### src/rtl/synth_pkg.sv
// Shared widths, constants and state encoding
// for the sample-rate buffer slice.
package synth_pkg;

  localparam int SAMPLE_W = 12;
  localparam logic [SAMPLE_W-1:0] SILENCE = 12'h800;

  typedef enum logic {
    PRIME = 1'b0,
    RUN   = 1'b1
  } state_e;

endpackage

### src/rtl/sample_fifo.sv
// Registered-pointer synchronous FIFO holding
// 12-bit samples; clear has priority over push/pop.
module sample_fifo
  import synth_pkg::*;
#(
  parameter int DEPTH = 8,
  localparam int AW = $clog2(DEPTH)
) (
  input  logic                clk,
  input  logic                rst_n,
  input  logic                clr_i,
  input  logic                push_i,
  input  logic [SAMPLE_W-1:0] wdata_i,
  input  logic                pop_i,
  output logic [SAMPLE_W-1:0] rdata_o,
  output logic [AW:0]         count_o,
  output logic                full_o,
  output logic                empty_o
);

  logic [SAMPLE_W-1:0] mem_q [DEPTH];
  logic [AW-1:0]       wr_q;
  logic [AW-1:0]       rd_q;
  logic [AW:0]         cnt_q;
  logic                do_push;
  logic                do_pop;

  assign full_o  = (cnt_q == (AW+1)'(DEPTH));
  assign empty_o = (cnt_q == '0);
  assign count_o = cnt_q;
  assign rdata_o = mem_q[rd_q];
  assign do_push = push_i && !full_o;
  assign do_pop  = pop_i && !empty_o;

  always_ff @(posedge clk or negedge rst_n) begin
    if (!rst_n) begin
      wr_q  <= '0;
      rd_q  <= '0;
      cnt_q <= '0;
    end else if (clr_i) begin
      wr_q  <= '0;
      rd_q  <= '0;
      cnt_q <= '0;
    end else begin
      if (do_push) wr_q <= wr_q + AW'(1);
      if (do_pop)  rd_q <= rd_q + AW'(1);
      unique case ({do_push, do_pop})
        2'b10:   cnt_q <= cnt_q + (AW+1)'(1);
        2'b01:   cnt_q <= cnt_q - (AW+1)'(1);
        default: cnt_q <= cnt_q;
      endcase
    end
  end

  // Storage needs no reset; occupancy gates every read.
  always_ff @(posedge clk) begin
    if (do_push && !clr_i) mem_q[wr_q] <= wdata_i;
  end

endmodule

### src/rtl/sample_rate_buffer.sv
// Primes a small FIFO, then releases one sample
// per pacer tick toward the PWM domain.
module sample_rate_buffer
  import synth_pkg::*;
#(
  parameter int CPU_CLOCK_FREQ = 125_000_000,
  parameter int SAMPLE_RATE    = 30_000,
  parameter int DEPTH          = 8,
  parameter int PRIME_LEVEL    = 4,
  localparam int LW = $clog2(DEPTH) + 1
) (
  input  logic                clk,
  input  logic                rst,
  input  logic                flush,
  input  logic [SAMPLE_W-1:0] in_sample,
  input  logic                in_valid,
  output logic                in_ready,
  output logic [SAMPLE_W-1:0] out_sample,
  output logic                out_valid,
  output logic [LW-1:0]       fill_level,
  output logic [15:0]         underflow_count
);

  localparam int CPS = CPU_CLOCK_FREQ / SAMPLE_RATE;
  localparam int CW  = (CPS > 1) ? $clog2(CPS) : 1;
  localparam logic [CW-1:0] CMAX = CW'(CPS - 1);

  logic                alive_q;
  logic [CW-1:0]       cnt_q;
  logic [CW-1:0]       cnt_d;
  logic                tick;
  state_e              state_q;
  state_e              state_d;
  logic [SAMPLE_W-1:0] out_q;
  logic [SAMPLE_W-1:0] out_d;
  logic [15:0]         unf_q;
  logic [15:0]         unf_d;
  logic                vld_q;
  logic [SAMPLE_W-1:0] head;
  logic                pop;
  logic                push;
  logic                full;
  logic                empty;
  logic [LW-1:0]       fill;

  assign tick  = (cnt_q == CMAX);
  assign cnt_d = tick ? '0 : cnt_q + CW'(1);

  // Ready only from registered occupancy: no pop bypass.
  assign in_ready = alive_q && !full;
  assign push     = in_valid && in_ready && !flush;

  sample_fifo #(
    .DEPTH(DEPTH)
  ) u_fifo (
    .clk    (clk),
    .rst_n  (rst),
    .clr_i  (flush),
    .push_i (push),
    .wdata_i(in_sample),
    .pop_i  (pop && !flush),
    .rdata_o(head),
    .count_o(fill),
    .full_o (full),
    .empty_o(empty)
  );

  always_comb begin
    state_d = state_q;
    out_d   = out_q;
    unf_d   = unf_q;
    pop     = 1'b0;
    if (tick) begin
      unique case (state_q)
        PRIME: begin
          out_d = SILENCE;
          if (fill >= LW'(PRIME_LEVEL)) begin
            state_d = RUN;
            pop     = 1'b1;
            out_d   = head;
          end
        end
        RUN: begin
          if (!empty) begin
            pop   = 1'b1;
            out_d = head;
          end else if (unf_q != 16'hFFFF) begin
            unf_d = unf_q + 16'd1;
          end
        end
        default: state_d = PRIME;
      endcase
    end
  end

  always_ff @(posedge clk or negedge rst) begin
    if (!rst) begin
      alive_q <= 1'b0;
      cnt_q   <= '0;
      state_q <= PRIME;
      out_q   <= SILENCE;
      unf_q   <= '0;
      vld_q   <= 1'b0;
    end else begin
      alive_q <= 1'b1;
      if (flush) begin
        cnt_q   <= '0;
        state_q <= PRIME;
        out_q   <= SILENCE;
        unf_q   <= '0;
        vld_q   <= 1'b0;
      end else begin
        cnt_q   <= cnt_d;
        state_q <= state_d;
        out_q   <= out_d;
        unf_q   <= unf_d;
        vld_q   <= tick;
      end
    end
  end

  assign out_sample      = out_q;
  assign out_valid       = vld_q;
  assign fill_level      = fill;
  assign underflow_count = unf_q;

endmodule

### config.mk
export PLATFORM = sky130hd
export DESIGN_NAME = sample_rate_buffer
export DESIGN_NICKNAME = d
export VERILOG_FILES = /design/src/rtl/synth_pkg.sv /design/src/rtl/sample_fifo.sv /design/src/rtl/sample_rate_buffer.sv
export SDC_FILE = /design/constraint.sdc
export NUM_CORES = 1
export LEC_CHECK = 0
export BUFFER_PORTS_ARGS = -buffer_cell sky130_fd_sc_hd__buf_2
export CAP_MARGIN = 20
export CORE_UTILIZATION = 54
export DETAILED_ROUTE_END_ITERATION = 6
export GPL_TIMING_DRIVEN = 0
export PLACE_DENSITY = 0.76
export SYNTH_ARGS = -nofsm -noshare
export SYNTH_HDL_FRONTEND = slang
export SYNTH_SLANG_ARGS = --single-unit
### constraint.sdc
create_clock -name clk -period 2.8 [get_ports clk]
set_input_delay 0.56 -clock clk [delete_from_list [all_inputs] [get_ports clk]]
set_output_delay 0.56 -clock clk [all_outputs]
set_load 0.05 [all_outputs]
==> metrics.md, run 1 <==
| Metric | Value |
|---|---|
| Outcome | `complete, no violations` |
| Total Power | `~5 mW` |
| Least-Margin Pin Slew | `~900 ps` |
| CP required | `approximately 2900 ps` |
| Relative slew margins | `0.401` |
| Clock root cell | `clkbuf_16` |
| IO buf count | `between 40 and 50` |
| Final period util | `0.937` |
| Syn Inst Count | `around 440` |
| Initial antenna violation count | `0` |
| CP Capture Type | `flop` |
| FF-to-FF Start | `u_fifo.count_o[1]$_DFFE_PN0P_` |
| Yosys warns | `0` |
| Nets | `537` |
| Maxcap violations | `0` |
| Residual DRC | `0` |
| Inst Count DP | `approximately 640` |
| Post-CTS Hold Fix Bufs | `0` |
| Worst-skew pair later-pin latency | `about 420 ps` |
| Flops & latches, synth | `150` |
| DR WL/cell | `around 20 um` |
| Min cycle time layout | `2620 ps` |
| Initial Util | `0.555` |
| First-pass GRT wire length | `around 22000 um` |
| DP Worst Slack | `55.3 ps` |
| CTS tree | `done` |
| Antenna diodes | `0` |
| First-pass iteration count of the detailed router | `4` |
| Reg2Reg Setup Slack | `180 ps` |
| Die area | `~12000 um2` |
| Worst r2r dst | `u_fifo.mem_q[3][8]$_DFFE_PP_` |
| Die width | `between 100 and 150 um` |
| Slew Limit Fails | `0` |
| # rows | `39` |
| Max FO, Critical Path | `10` |
| Post-DP HPWL | `between 8000 and 9000 um` |
| Num ports | `50` |
| HP Class | `input port to async pin` |
| RSZ-0062 raised after global routing | `false` |
| Mapped Nets | `460` |
| Layout area overhead | `19.8%` |
| Clock Path Buffers | `2` |
| Peak Freq | `381 MHz` |
| Leakage Power | `2.92 nW` |
| Worst vdd ir | `~0.49 mV` |
| Power Density | `roughly 660 nW/um2` |
| Crit path DAT | `2750 ps` |
| Fill cells | `just under 800` |
| Initial DRC Count | `300` |
| Post-synth EDFFs | `96` |
| Synth Cell Area | `6360 um2` |
| TritonCTS buffer count | `17` |
| Vias in the first global route | `between 3000 and 4000` |
| Total vias in the final route | `approximately 3900` |
| Main synth FF type | `edfxtp_1` |
| Clock Pin Slew Worst Setup and Hold Paths | `around 60 ps` |
| Finished Core Util | `0.664` |
| Tot GR Track Use | `0.242` |
| Hold Vio Cnt, Final | `0` |
| Height of the die | `~110 um` |
| Sequential area share after synthesis | `0.666` |
| Post-synthesis average cell area | `14.6 um2` |
| Layout cells sized above 1 | `0.260` |
| H-tree Lvls | `4` |
| Distinct cells, synth | `48` |
| GRT Residual Overflow | `0` |
| Worst Skew | `about 7.9 ps` |
| Pin count of the biggest net entering global routing | `31` |
| Final Non-Filler Cells | `670` |
| GPL Wtd Cong | `roughly 0.83` |
| Routed Antenna Nets | `0` |
| Vias per cell | `about 5.8` |
| Num Clock Sinks | `150` |
| Core ar. | `~11000 um2` |
| Ys async rst share | `0.360` |
| Setup CP Type | `flop to flop` |
| Worst Reg2Reg Path Length in Cells | `8` |
| Worst Slack Setup Final | `around 180 ps` |
| Final Setup Violations | `0` |
| Routed WL | `around 14000 um` |
| Crit start category | `flop` |
| Setup TNS | `0 ps` |
## layout make-up
type | instances | area (um2) | area share
Clock buffer | 19 | 443 | 0.0581
Clock inverter | 13 | 218 | 0.0286
Sequential cell | 150 | 4240 | 0.556
Tap cell | 143 | 179 | 0.0235
Inverter | 11 | 41.3 | 0.00542
Multi-Input combinational cell | 256 | 2060 | 0.271
Buffer | 20 | 82.6 | 0.0108
Timing Repair Buffer | 58 | 355 | 0.0466
## synthesized netlist by cell type (all sizes together), types with 2 or more instances
cell type	number	area (um2)
or3	2	12.5
nor3	8	40.0
clkbuf	14	52.6
mux2	2	22.5
nand2b	4	25.0
nor4	6	58.8
nand4b	4	35.0
xor2	10	87.6
xnor2	12	105
dfrtp	53	1330
nand3	16	80.1
a211o	2	17.5
mux2i	12	120
nand2	29	109
nor4b	4	47.6
nor2	48	180
o21ai	15	75.1
nand4	11	68.8
a21oi	11	55.1
nor2b	4	25.0
and3	3	18.8
mux4	24	541
inv	10	37.5
a21o	3	22.5
ha	7	87.6
edfxtp	96	2880
or4	4	30.0
o31ai	2	15.0
buf	6	30.0
## through the flow
stage / instance area, um2 / hold slack (ps)
floorplan: 6370 / 264
global placement: 6790 / 449
detailed placement: 6900 / 469
CTS: 7560 / 215
global route: 7620 / 254
finish: 7620 / 199
## worst max-delay path, cell delays in order (launching register included)
cell and delay [ps]:
dfrtp_1 340, buf_2 220, nor4b_2 90, or2_2 320, clkbuf_1 230, nor2_1 140, nand2_1 130, nor2_1 610
buf_6 250
## sequential cells by signal (all words and copies together), names as in the netlist
register / count
alive_q: 1
cnt_q: 13
out_sample: 12
out_valid: 1
state_q: 1
u_fifo.count_o: 4
u_fifo.mem_q: 96
u_fifo.rd_q: 3
u_fifo.wr_q: 3
underflow_count: 16
## power by group
part,switching [mW],internal (mW)
sequential,0.0150,2.38
combinational,0.0903,0.0412
clock,0.915,1.62
## worst max path at each step
stage                     slack [ps]                          start  cells past startpoint                            end
final                            180  u_fifo.count_o[1]$_DFFE_PN0P_                      8   u_fifo.mem_q[3][8]$_DFFE_PP_
after global routing              40  u_fifo.count_o[1]$_DFFE_PN0P_                      8   u_fifo.mem_q[3][8]$_DFFE_PP_
after CTS                         50             cnt_q[5]$_DFF_PN0_                     10  u_fifo.count_o[3]$_DFFE_PN0P_
after detailed placement          60                       in_valid                      7  u_fifo.mem_q[0][10]$_DFFE_PP_
after global placement          -270                       in_valid                      6  u_fifo.mem_q[6][10]$_DFFE_PP_
after floorplan                   30  u_fifo.count_o[1]$_DFFE_PN0P_                      6   u_fifo.mem_q[2][0]$_DFFE_PP_
## cells by family (layout without fill, tap and decap cells)
family,Yosys count,count (layout),synth area share
buffers and inverters,31,121,0.0195
AO/OA/AOI/OAI,40,40,0.0382
flip-flops,150,150,0.666
adder cells (fa/ha/maj),7,7,0.0138
multiplexers,38,38,0.107
other,1,1,0.000590
AND/OR/NAND/NOR,147,147,0.121
XOR/XNOR,23,23,0.0338
## layout by cell type, fill, tap and decap left out, types with 4 or more instances in the layout
cell        n
buf_2      55
o21ai_0    14
nand2_1    29
nand4_1    11
nor2_1     44
buf_6       8
mux4_2     24
bufinv_16   5
or4_1       4
nand4b_1    4
nor2b_1     4
inv_1      10
xor2_1     10
a21oi_1    11
xnor2_1    12
edfxtp_1   96
nor3_1      6
mux2i_1    12
nand2b_1    4
clkbuf_1   15
ha_1        7
nor2_2      4
clkbuf_16  17
nor4_1      4
dfrtp_1    53
nand3_1    15
## what timing repair did
action,in CTS,in global routing
buffers inserted,0,0
endpoints found under the hold margin,0,0
setup endpoints to repair,0,32
gates resized for setup,0,12
## routing by layer
metal,global-route usage,share of wire
met2,0.392,0.50
met4,0.0969,0.018
met3,0.0609,0.050
met5,0,0
met1,0.316,0.43
Power figures use the tool's default switching activity.
==> run 2, diff against run 1 <==
- SETUP_SLACK_MARGIN: unset -> 0.3
==> metrics.md, run 2 (same netlist as run 1, synthesis figures left out) <==
| Metric | Value |
|---|---|
| Outcome | `complete, no violations` |
| Fill cells | `slightly above 800` |
| Worst Skew | `9.79 ps` |
| CP Capture Type | `flop` |
| HP Class | `input port to async pin` |
| FF-to-FF Start | `cnt_q[4]$_DFF_PN0_` |
| Design area | `approximately 7600 um2` |
| Least-Margin Pin Slew | `roughly 860 ps` |
| Residual DRC | `0` |
| Leakage Power | `2.87 nW` |
| Worst Setup SP | `cnt_q[4]$_DFF_PN0_` |
| Vias in the first global route | `around 3900` |
| Layout cells sized above 1 | `0.295` |
| Worst Reg2Reg Path Length in Cells | `9` |
| Pin count of the biggest net entering global routing | `33` |
| Max FO, Critical Path | `4` |
| Final Setup Violations | `0` |
| Clock Path Buffers | `2` |
| Crit path largest cell delay | `about 450 ps` |
| Core ar. | `~11000 um2` |
| Initial Util | `0.555` |
| Crit path DAT | `around 2800 ps` |
| Slew Limit Fails | `0` |
| First-pass iteration count of the detailed router | `5` |
| Relative slew margins | `0.424` |
| Crit-path cells | `nor4b_4 > nand3_4 > a211o_4 > nor2_4 > xor2_1 > ha_2 > xnor2_1 > or4_1 > nand3_1` |
| Power Density | `about 600 nW/um2` |
| Maxcap violations | `0` |
| Register area | `between 4000 and 5000 um2` |
| Antenna diodes | `0` |
| Clock root cell | `clkbuf_16` |
| Post-DP HPWL | `between 8000 and 9000 um` |
| IO buf count | `49` |
| Die area | `12200 um2` |
| DR WL/cell | `roughly 20 um` |
| Die width | `roughly 110 um` |
| # rows | `39` |
| First-pass GRT wire length | `20900 um` |
| CP required | `between 3000 and 4000 ps` |
| Most frequent cells in the layout | `edfxtp_1 (96), buf_2 (55), dfrtp_1 (48)` |
| Routed WL | `13300 um` |
| H-tree Lvls | `4` |
| Setup TNS | `0 ps` |
| Num Clock Sinks | `150` |
| Area occupied by multi-input gates | `around 2200 um2` |
| Min cycle time layout | `about 2500 ps` |
| Hold Vio Cnt, Final | `0` |
| Setup CP Type | `flop to flop` |
| Finished Core Util | `0.666` |
| RSZ-0062 raised after global routing | `true` |
| Total Power | `~4.7 mW` |
| Final period util | `0.881` |
| Vias per cell | `5.90` |
| Largest reg by FF count | `u_fifo.mem_q` |
| Commonest non-fill, non-tap cell in the layout | `edfxtp_1` |
| Initial antenna violation count | `0` |
| Clock Pin Slew Worst Setup and Hold Paths | `60 ps` |
| Worst vdd ir | `~0.54 mV` |
| Peak Freq | `~410 MHz` |
| Routed Antenna Nets | `0` |
| Worst r2r dst | `u_fifo.count_o[2]$_DFFE_PN0P_` |
| Worst-skew pair later-pin latency | `420 ps` |
| Hold WS | `about 140 ps` |
| Initial DRC Count | `310` |
| Layout area overhead | `20.1%` |
| Num ports | `50` |
| Height of the die | `roughly 110 um` |
| Crit start category | `flop` |
| Tot GR Track Use | `0.230` |
| GRT Residual Overflow | `0` |
| TritonCTS buffer count | `17` |
| DP Area | `6880 um2` |
| Max FFs per register | `96` |
| Reg2Reg Setup Slack | `between 300 and 400 ps` |
| Slowest CP cell | `dfrtp_1` |
| Total vias in the final route | `a little under 4000` |
| GPL Wtd Cong | `0.819` |
| Nets | `about 540` |
| CTS tree | `done` |
-- run 2: changes by cell type in the layout (fill, tap and decap cells not counted), sizes merged --
cell      delta
clkinvlp     +1
buf          +2
inv          +2
clkinv       +2
bufinv       -5
-- run 2: what timing repair did --
action                     4_1_cts  5_1_grt
buffers inserted                 1        6
hold buffers                     0        0
pin swaps                        1        4
setup endpoints to repair       91       47
gates resized for setup         11       17
-- run 2: per-stage QoR --
step,worst slack (ps),std cells
2_1_floorplan,310,437
5_1_grt,239,672
4_1_cts,243,666
3_3_place_gp,-229,629
3_5_place_dp,-71.4,633
6_report,332,672
-- run 2: where the power goes --
part | leakage, nW | switching (mW) | internal, mW
combinational | 0.998 | 0.0983 | 0.0486
clock | 0.275 | 0.940 | 1.21
sequential | 1.60 | 0.0131 | 2.38
-- run 2: layer usage --
metal  vias to the layer above  routed length (um)  global-route usage
met5                         -                   0                   0
met4                         0                 205              0.0693
met3                        19                 595              0.0598
met2                       112                6840               0.382
met1                      2031                5660               0.300
li1                       1803                   -                   -
-- run 2: area by class of cell --
cell class              count  area share
well taps                 143      0.0234
inverters                  11     0.00540
plain buffers              20      0.0110
multi-input cells         256       0.283
clock buffers              19      0.0593
flip-flops and latches    150       0.555
repair buffers             60      0.0481
clock inverters            13      0.0147
-- run 2: worst max path at each step --
stage / end / slack [ps] / cells past startpoint
final: u_fifo.count_o[2]$_DFFE_PN0P_ / 330 / 9
after global routing: u_fifo.count_o[2]$_DFFE_PN0P_ / 240 / 9
after CTS: u_fifo.count_o[3]$_DFFE_PN0P_ / 240 / 10
after detailed placement: u_fifo.count_o[3]$_DFFE_PN0P_ / -70 / 10
after global placement: u_fifo.mem_q[3][10]$_DFFE_PP_ / -230 / 7
after floorplan: u_fifo.count_o[3]$_DFFE_PN0P_ / 310 / 10
-- run 2: critical path, delay by kind of cell (launching register included) --
| kind | cells | cell delay [ps] |
|---|---|---|
| AND/OR/NAND/NOR | 5 | 1130 |
| flip-flops | 1 | 450 |
| AO/OA/AOI/OAI | 1 | 360 |
| XOR/XNOR | 2 | 250 |
| adder cells (fa/ha/maj) | 1 | 220 |
